[src/rtl/rom_sequencer.sv]
// Address sequencer and output stage feeding a registered-output ROM.
// Walks first_addr..last_addr (modulo 2**ADDR_W) and presents each returned
// word over valid/ready, with optional per-entry hold and range looping.
module rom_sequencer #(
   parameter int unsigned ADDR_W = 4,
   parameter int unsigned DATA_W = 16,
   parameter int unsigned HOLD_W = 8
) (
   input  logic              clk,
   input  logic              rst_n,
   input  logic              start,
   input  logic              stop,
   input  logic              loop_en,
   input  logic [ADDR_W-1:0] first_addr,
   input  logic [ADDR_W-1:0] last_addr,
   input  logic [HOLD_W-1:0] hold_cycles,
   output logic [ADDR_W-1:0] rom_addr,
   input  logic [DATA_W-1:0] rom_data,
   output logic [DATA_W-1:0] data_out,
   output logic              data_valid,
   input  logic              data_ready,
   output logic              busy,
   output logic              done
);

   typedef enum logic [2:0] {
      S_IDLE,
      S_FETCH,
      S_LATCH,
      S_PRESENT,
      S_HOLD
   } state_t;

   state_t              state_q, state_d;
   logic [ADDR_W-1:0]   addr_d;
   logic [DATA_W-1:0]   dout_d;
   logic                valid_d;
   logic                done_d;
   logic [HOLD_W-1:0]   cnt_q, cnt_d;
   logic [ADDR_W-1:0]   first_q, first_d;
   logic [ADDR_W-1:0]   last_q, last_d;
   logic                loop_q, loop_d;
   logic [HOLD_W-1:0]   hold_q, hold_d;
   logic                advance;

   // busy reflects the current state directly
   assign busy = (state_q != S_IDLE);

   // State, outputs and latched configuration registers
   always_ff @(posedge clk or negedge rst_n) begin
      if (!rst_n) begin
         state_q    <= S_IDLE;
         rom_addr   <= '0;
         data_out   <= '0;
         data_valid <= 1'b0;
         done       <= 1'b0;
         cnt_q      <= '0;
         first_q    <= '0;
         last_q     <= '0;
         loop_q     <= 1'b0;
         hold_q     <= '0;
      end else begin
         state_q    <= state_d;
         rom_addr   <= addr_d;
         data_out   <= dout_d;
         data_valid <= valid_d;
         done       <= done_d;
         cnt_q      <= cnt_d;
         first_q    <= first_d;
         last_q     <= last_d;
         loop_q     <= loop_d;
         hold_q     <= hold_d;
      end
   end

   // Next-state and next-output logic; stop overrides everything at the end
   always_comb begin
      state_d = state_q;
      addr_d  = rom_addr;
      dout_d  = data_out;
      valid_d = data_valid;
      done_d  = 1'b0;
      cnt_d   = cnt_q;
      first_d = first_q;
      last_d  = last_q;
      loop_d  = loop_q;
      hold_d  = hold_q;
      advance = 1'b0;

      case (state_q)
         S_IDLE: begin
            if (start && !stop) begin
               first_d = first_addr;
               last_d  = last_addr;
               loop_d  = loop_en;
               hold_d  = hold_cycles;
               addr_d  = first_addr;
               state_d = S_FETCH;
            end
         end
         S_FETCH: begin
            state_d = S_LATCH;
         end
         S_LATCH: begin
            dout_d  = rom_data;
            valid_d = 1'b1;
            state_d = S_PRESENT;
         end
         S_PRESENT: begin
            if (data_valid && data_ready) begin
               valid_d = 1'b0;
               if (hold_q == '0) begin
                  advance = 1'b1;
               end else begin
                  cnt_d   = hold_q;
                  state_d = S_HOLD;
               end
            end
         end
         S_HOLD: begin
            if (cnt_q == HOLD_W'(1)) begin
               advance = 1'b1;
            end else begin
               cnt_d = cnt_q - HOLD_W'(1);
            end
         end
         default: begin
            state_d = S_IDLE;
         end
      endcase

      // Advance decision is folded into the exiting edge of PRESENT/HOLD
      if (advance) begin
         if (rom_addr != last_q) begin
            addr_d  = rom_addr + ADDR_W'(1);
            state_d = S_FETCH;
         end else if (loop_q) begin
            addr_d  = first_q;
            state_d = S_FETCH;
         end else begin
            done_d  = 1'b1;
            state_d = S_IDLE;
         end
      end

      // Abort: back to IDLE, drop valid, keep address and data, no done
      if (stop) begin
         state_d = S_IDLE;
         addr_d  = rom_addr;
         dout_d  = data_out;
         valid_d = 1'b0;
         done_d  = 1'b0;
      end
   end

endmodule

[config.mk]
export PLATFORM = sky130hd
export DESIGN_NAME = rom_sequencer
export DESIGN_NICKNAME = d
export VERILOG_FILES = /design/src/rtl/rom_sequencer.sv
export SDC_FILE = /design/constraint.sdc
export NUM_CORES = 1
export LEC_CHECK = 0
export BUFFER_PORTS_ARGS = -buffer_cell sky130_fd_sc_hd__buf_2
export CORE_MARGIN = 2
export CORE_UTILIZATION = 48
export DETAILED_ROUTE_END_ITERATION = 6
export PLACE_DENSITY = 0.73
export SKIP_LAST_GASP = 1
export SYNTH_ARGS = -nofsm -noshare
export SYNTH_HDL_FRONTEND = slang
export SYNTH_SLANG_ARGS = --single-unit
[constraint.sdc]
create_clock -name clk -period 1.7 [get_ports clk]
set_clock_uncertainty 0.05 [all_clocks]
set_input_delay 0.34 -clock clk [delete_from_list [all_inputs] [get_ports clk]]
set_output_delay 0.34 -clock clk [all_outputs]
set_load 0.03 [all_outputs]
=== Word level (Yosys, flattened, before mapping) ===
Cells that the tools add are included.

* Shifts and indexed selects: 0
* $add $sub $neg: 2
* Order comparisons: 0
* Eq/ne operators: 14
* Bitwise operators: 1
* Div/mod/pow operators: 0
* Multipliers: 0
* Muxes and demuxes: 28
* Reduce and logical (&&, ||, !) cells: 13

{| class="wikitable"
|+ Operator list
! kind !! number
|-
| two-way mux 8 bit || 3
|-
| two-way mux 4 bit || 5
|-
| one-hot mux 8 bit (2 select lines) || 1
|-
| two-way mux 3 bit || 5
|-
| one-hot mux 3 bit (5 select lines) || 1
|-
| inequality test 4 bit (second input constant) || 3
|-
| two-way mux 1 bit || 11
|-
| equality test 8 x 1 -> 1 bit (second input constant) || 1
|-
| zero test 8 bit || 1
|-
| AND reduction 4 bit || 2
|-
| subtractor 8 x 1 -> 8 bit (second input constant) || 1
|-
| equality test 3 x 2 -> 1 bit (second input constant) || 2
|-
| inequality test 2 bit (second input constant) || 3
|-
| inequality test 3 bit (second input constant) || 2
|-
| AND reduction 2 bit || 3
|-
| nonzero test 3 bit || 2
|-
| adder 4 x 1 -> 4 bit (second input constant) || 1
|-
| inequality test 4 bit || 1
|-
| one-hot mux 1 bit (2 select lines) || 2
|-
| equality test 3 x 1 -> 1 bit (second input constant) || 1
|-
| equality test 3 bit (second input constant) || 1
|-
| zero test 3 bit || 1
|-
| logical AND 1 bit || 2
|-
| nonzero test 2 bit || 1
|-
| other kinds (2) || 2
|}

* Bits in writable memories: 0
* Logic and storage cells: 68
* Output and inout port bits: 23
* Latch bits: 0
* Memories kept: 0
* Memory bits (read-only): 0
* Input port bits: 38
* Register bits: 50

=== Longest topological paths before layout ===
* Depth in word-level cells: 7
* Mapped depth: 8

=== Worst setup path before layout ===
No wires, ideal clock.

* Path type: reg2reg
* Start: register rom_addr[2]
* End: register rom_addr[3]
* Period minus slack after synthesis: 1.856 ns
* Buffers on the path: 0
* Arrival time: 1.680 ns
* Path slack: -0.156 ns
* Stages on the path, launching flop included: 6
* Data required time: 1.524 ns
* Path through: dfrtp_1 xor2_1 nor4_4 nor2_2 o21a_1 a221o_1

* Longest elaborated chain between the ends: 3
* Elaborated cells between the ends (all ways): 4
* Those cells by class: add/sub: 1; eq/ne: 1; mux: 2

{| class="wikitable"
|+ RTL lines
! what !! RTL line !! source
|-
| start, declared || 17 || <nowiki>output logic [ADDR_W-1:0] rom_addr,</nowiki>
|-
| start signal, assigned || 64 || <nowiki>rom_addr <= addr_d;</nowiki>
|-
| adder 4 x 1 -> 4 bit or inequality test 4 bit (tied branches) || 135, 134 ||
|-
| two-way mux 4 bit (*) || 134 || <nowiki>if (rom_addr != last_q) begin</nowiki>
|-
| two-way mux 4 bit (*) || 133 || <nowiki>if (advance) begin</nowiki>
|}

Mark *: on every way between the ends. The rest lies on a longest branch, timed or not.
A chain may end at the register's enable or synchronous reset.

=== Worst setup path in the final report ===
* Start: register hold_q[3]
* End: register cnt_q[1]

* Longest elaborated chain between the ends: 3

{| class="wikitable"
|+ RTL lines
! what !! RTL line !! source
|-
| start, declared || 43 || <nowiki>logic [HOLD_W-1:0] hold_q, hold_d;</nowiki>
|-
| start signal, assigned || 72 || <nowiki>hold_q <= hold_d;</nowiki>
|-
| zero test 8 bit || 112 || <nowiki>if (hold_q == '0) begin</nowiki>
|-
| inequality test 2 bit (no line) || -- ||
|-
| AND reduction 4 bit (no line) || -- ||
|-
| end signal, assigned || 68 || <nowiki>cnt_q <= cnt_d;</nowiki>
|-
| end, declared || 39 || <nowiki>logic [HOLD_W-1:0] cnt_q, cnt_d;</nowiki>
|}

No other way between the ends.

==> results.py <==
metrics = {
    "status": {
        "status": "finished, violations left",
        "violations": "setup timing",
    },
    "cts": {
        "clock-sinks": 50,
        "path_clk_slew_ps": 90,
        "clock_latency_ps": 310,
        "cts_buffers": 5,
        "cts_root_buffer": "clkbuf_8",
        "h-tree-depth": 2,
        "cts_max_path_buffers": 2,
        "cts_tree": "yes",
    },
    "routing": {
        "firstDrtPassIters": 4,
        "drtIter0Drc": 128,
        "vias": 2132,
        "antenna_left": 0,
        "wire_per_inst_um": 14.20,
        "vias_per_cell": 5.175,
        "drc": 0,
        "routed_wl_um": 5851,
    },
    "power_and_ir_drop": {
        "pwr_density_cell_mw_per_mm2": 1299,
        "clockPowerShare_pct": 16.6,
        "combPwrFrac_pct": 42.2,
        "leakage_nw": 1.666,
        "vdd_drop_max_uv": 592.1,
        "switching_share_pct": 39.24,
        "p_seq_share_pct": 41.2,
        "power.total_mw": 4.358,
        "switchingPower_mw": 1.710,
        "intPower_mw": 2.648,
    },
    "synth": {
        "syn-num-nets": 283,
        "synthTopCellsByArea": "dfrtp_1, nand2_1, mux2_1",
        "synth_seq_cells": 50,
        "ys_warn_count": 0,
        "synth_edf_count": 0,
        "ys_types": 48,
        "synthesis.area_sq_mm": 0.002435,
        "synth_area_leader_cell": "dfrtp_1",
        "async_flop_share_pct": 100.0,
        "syn_area_per_cell_sq_um": 10.06,
        "ys_seq_area_share_pct": 51.39,
        "synth_ff_type": "dfrtp_1",
        "synthDominantCellAreaShare_pct": 51.39,
        "synth_cells": 242,
    },
    "timing": {
        "min_period_ps": 1770,
        "final_max_slew_viol_count": 0,
        "worstMarginPinSlew_ps": 468.7,
        "rsz0062_at_grt": "true",
        "timing.fmax_mhz": 565.0,
        "finalHoldViolCount": 0,
        "setup_violations": 6,
        "finalSetupTns_ps": -333.3,
        "finalCritPeriodShare_pct": 104.1,
        "slew_headroom_pct": 68.76,
        "fin_ws_ps": -69.84,
    },
    "grt": {
        "grt_antenna_before_repair": 0,
        "grt_max_degree": 32,
        "groute.usage.overall_pct": 21.54,
        "grt_overflow": 0,
        "grt_pass1_wl_um": 9280,
        "first_global_vias": 2097,
    },
    "worst_hold_path": {
        "min_path_type": "in2reg",
    },
    "setup_path": {
        "r2r_start": "hold_q[3]$_DFFE_PN0P_",
        "crit_family": "flip-flops",
        "endpoint": "cnt_q[1]$_DFFE_PN0P_",
        "worst_setup_path_end_kind": "flop",
        "crit_required_ps": 1840,
        "crit_start": "hold_q[3]$_DFFE_PN0P_",
        "r2r_setup_slack_ps": -70,
        "slowest_delay_ps": 420,
        "cp_slowest_cell": "dfrtp_1",
        "reg2regPathDepth": 5,
        "crit_arrival_ps": 1910,
        "criticalPathCategory": "reg2reg",
        "startpoint_type": "flop",
        "worstSetupPathDepth": 5,
        "r2r-end": "cnt_q[1]$_DFFE_PN0P_",
        "crit_chain": "nor4_4 > buf_4 > nand2_4 > a32oi_4 > mux2_1",
        "worst-path-buf-inv": 1,
        "critical_path.max_fanout": 6,
    },
    "final_layout": {
        "area_growth_pct": 37.82,
        "nNetsFinal": 385,
        "n_antenna_cell": 0,
        "layout-drive-gt1-share_pct": 40.58,
        "fin_cells": 412,
        "final_core_util_pct": 69.66,
        "fillerInstances": 400,
    },
    "die": {
        "initial_utilization_pct": 50.55,
        "row_count": 25,
        "core_sq_mm": 0.004817,
        "pin_count": 61,
        "die-area_sq_mm": 0.005658,
        "die_y_um": 75.22,
        "die_w_um": 75.22,
    },
    "placement": {
        "io_buffers": 60,
        "place_congestion": 0.9169,
        "place_inst": 393,
        "hpwlAfterDp_um": 4152,
    },
    "flow_run": {
        "maxCapViolCount": 0,
    },
}
[worst reg2reg max path, cell delays in order, from the launching register on]
cell and delay [ps]:
dfrtp_1 420, nor4_4 320, buf_4 180, nand2_4 60, a32oi_4 280, mux2_1 360
[per-stage QoR]
stage	cell area [sq um]	worst slack, ps	hold slack (ps)
2_1_floorplan	2451	-71.71	-5.591
3_3_place_gp	3067	-81.66	266.3
3_5_place_dp	3067	-179.0	265.9
4_1_cts	3276	-67.54	159.7
5_1_grt	3356	-150.9	174.6
6_report	3356	-69.84	167.9
[worst min path at each step]
stage,from,endpoint,slack [ps],cells past startpoint
global route,last_addr[1],last_q[1]$_DFFE_PN0P_,170,3
floorplan,rst_n,cnt_q[0]$_DFFE_PN0P_,-6,0
global placement,rst_n,last_q[3]$_DFFE_PN0P_,270,1
CTS,hold_cycles[2],hold_q[2]$_DFFE_PN0P_,160,3
detailed placement,rst_n,last_q[3]$_DFFE_PN0P_,270,1
finish,last_addr[1],last_q[1]$_DFFE_PN0P_,170,3
[cells in the mapped netlist (2+ instances only)]
cell type,number
a21boi_0,2
nor3b_1,3
nor3_1,3
and2_1,3
a21oi_1,10
nor4_2,2
ha_1,3
mux2i_1,2
or3_1,3
o21ai_0,2
xor2_1,5
dfrtp_1,50
clkbuf_1,3
a31oi_1,4
a221o_1,2
nand4_1,2
nand3_1,5
nor2_1,18
o21ai_1,9
a211oi_1,2
o22a_1,2
mux2_1,17
buf_2,6
and3_1,2
inv_1,5
o21a_1,2
nand2_1,54
[layer usage]
layer | routed length (um) | GRT usage [%] | up-vias | part of all wire [%]
li1 | - | - | 1046 | -
met1 | 2607 | 27.48 | 1016 | 45
met2 | 2861 | 38.11 | 66 | 49
met3 | 361 | 4.685 | 4 | 6.2
met4 | 19 | 4.094 | 0 | 0.32
met5 | 0 | 0 | - | 0
[power by group through the flow]
stage | combinational [mW] | sequential, mW | clock, mW
6_report | 1.84 | 1.79 | 0.723
5_1_grt | 2.01 | 1.84 | 0.782
2_1_floorplan | 0.640 | 2.20 | 0
4_1_cts | 1.79 | 1.78 | 0.734
3_5_place_dp | 1.72 | 1.79 | 0
3_3_place_gp | 1.69 | 1.77 | 0
[kinds of logic (layout without fill, tap and decap cells)]
group / after synthesis / count (layout) / share of synthesized area [%]
DFF: 50 / 50 / 51.39
muxes: 19 / 19 / 8.684
buffers and inverters: 15 / 118 / 2.775
AOI/OAI and AO/OA: 44 / 44 / 12.49
xor gates and xnor gates: 5 / 5 / 1.798
adders and majority gates: 3 / 3 / 1.542
and+or+nand+nor: 106 / 106 / 21.33
[sequential cells by signal, summed over array words and instances (netlist names)]
name and cells:
first_q 4, last_q 4, rom_addr 4, cnt_q 8, done 1, state_q 3
loop_q 1, data_out 16, data_valid 1, hold_q 8
[cell type report]
cell class	count	area (sq um)	share of cell area [%]
clock inverters	2	12.51	0.3729
well taps	67	83.83	2.498
repair buffers	105	686.9	20.47
inverters	5	18.77	0.5593
flip-flops and latches	50	1257	37.47
multi-input cells	177	1214	36.17
clock buffers	6	82.58	2.461
[cell usage in the layout (no fill, tap or decap), types with 6 or more instances in the layout]
cell       n
buf_2     59
nand2_1   52
dfrtp_1   45
buf_4     38
mux2_1    17
nor2_1    16
a21oi_1    9
o21ai_1    8
clkbuf_8   6
[timing repair]
| action | 4_1_cts | 5_1_grt |
|---|---|---|
| buffers inserted | 5 | 4 |
| endpoints found under the hold margin | 19 | 0 |
| resized for setup | 15 | 12 |
| hold buffers | 1 | 0 |
| cloned | 0 | 1 |
| pin swaps | 5 | 7 |
| setup endpoints to repair | 16 | 27 |
(Power assumes the default switching activity.)
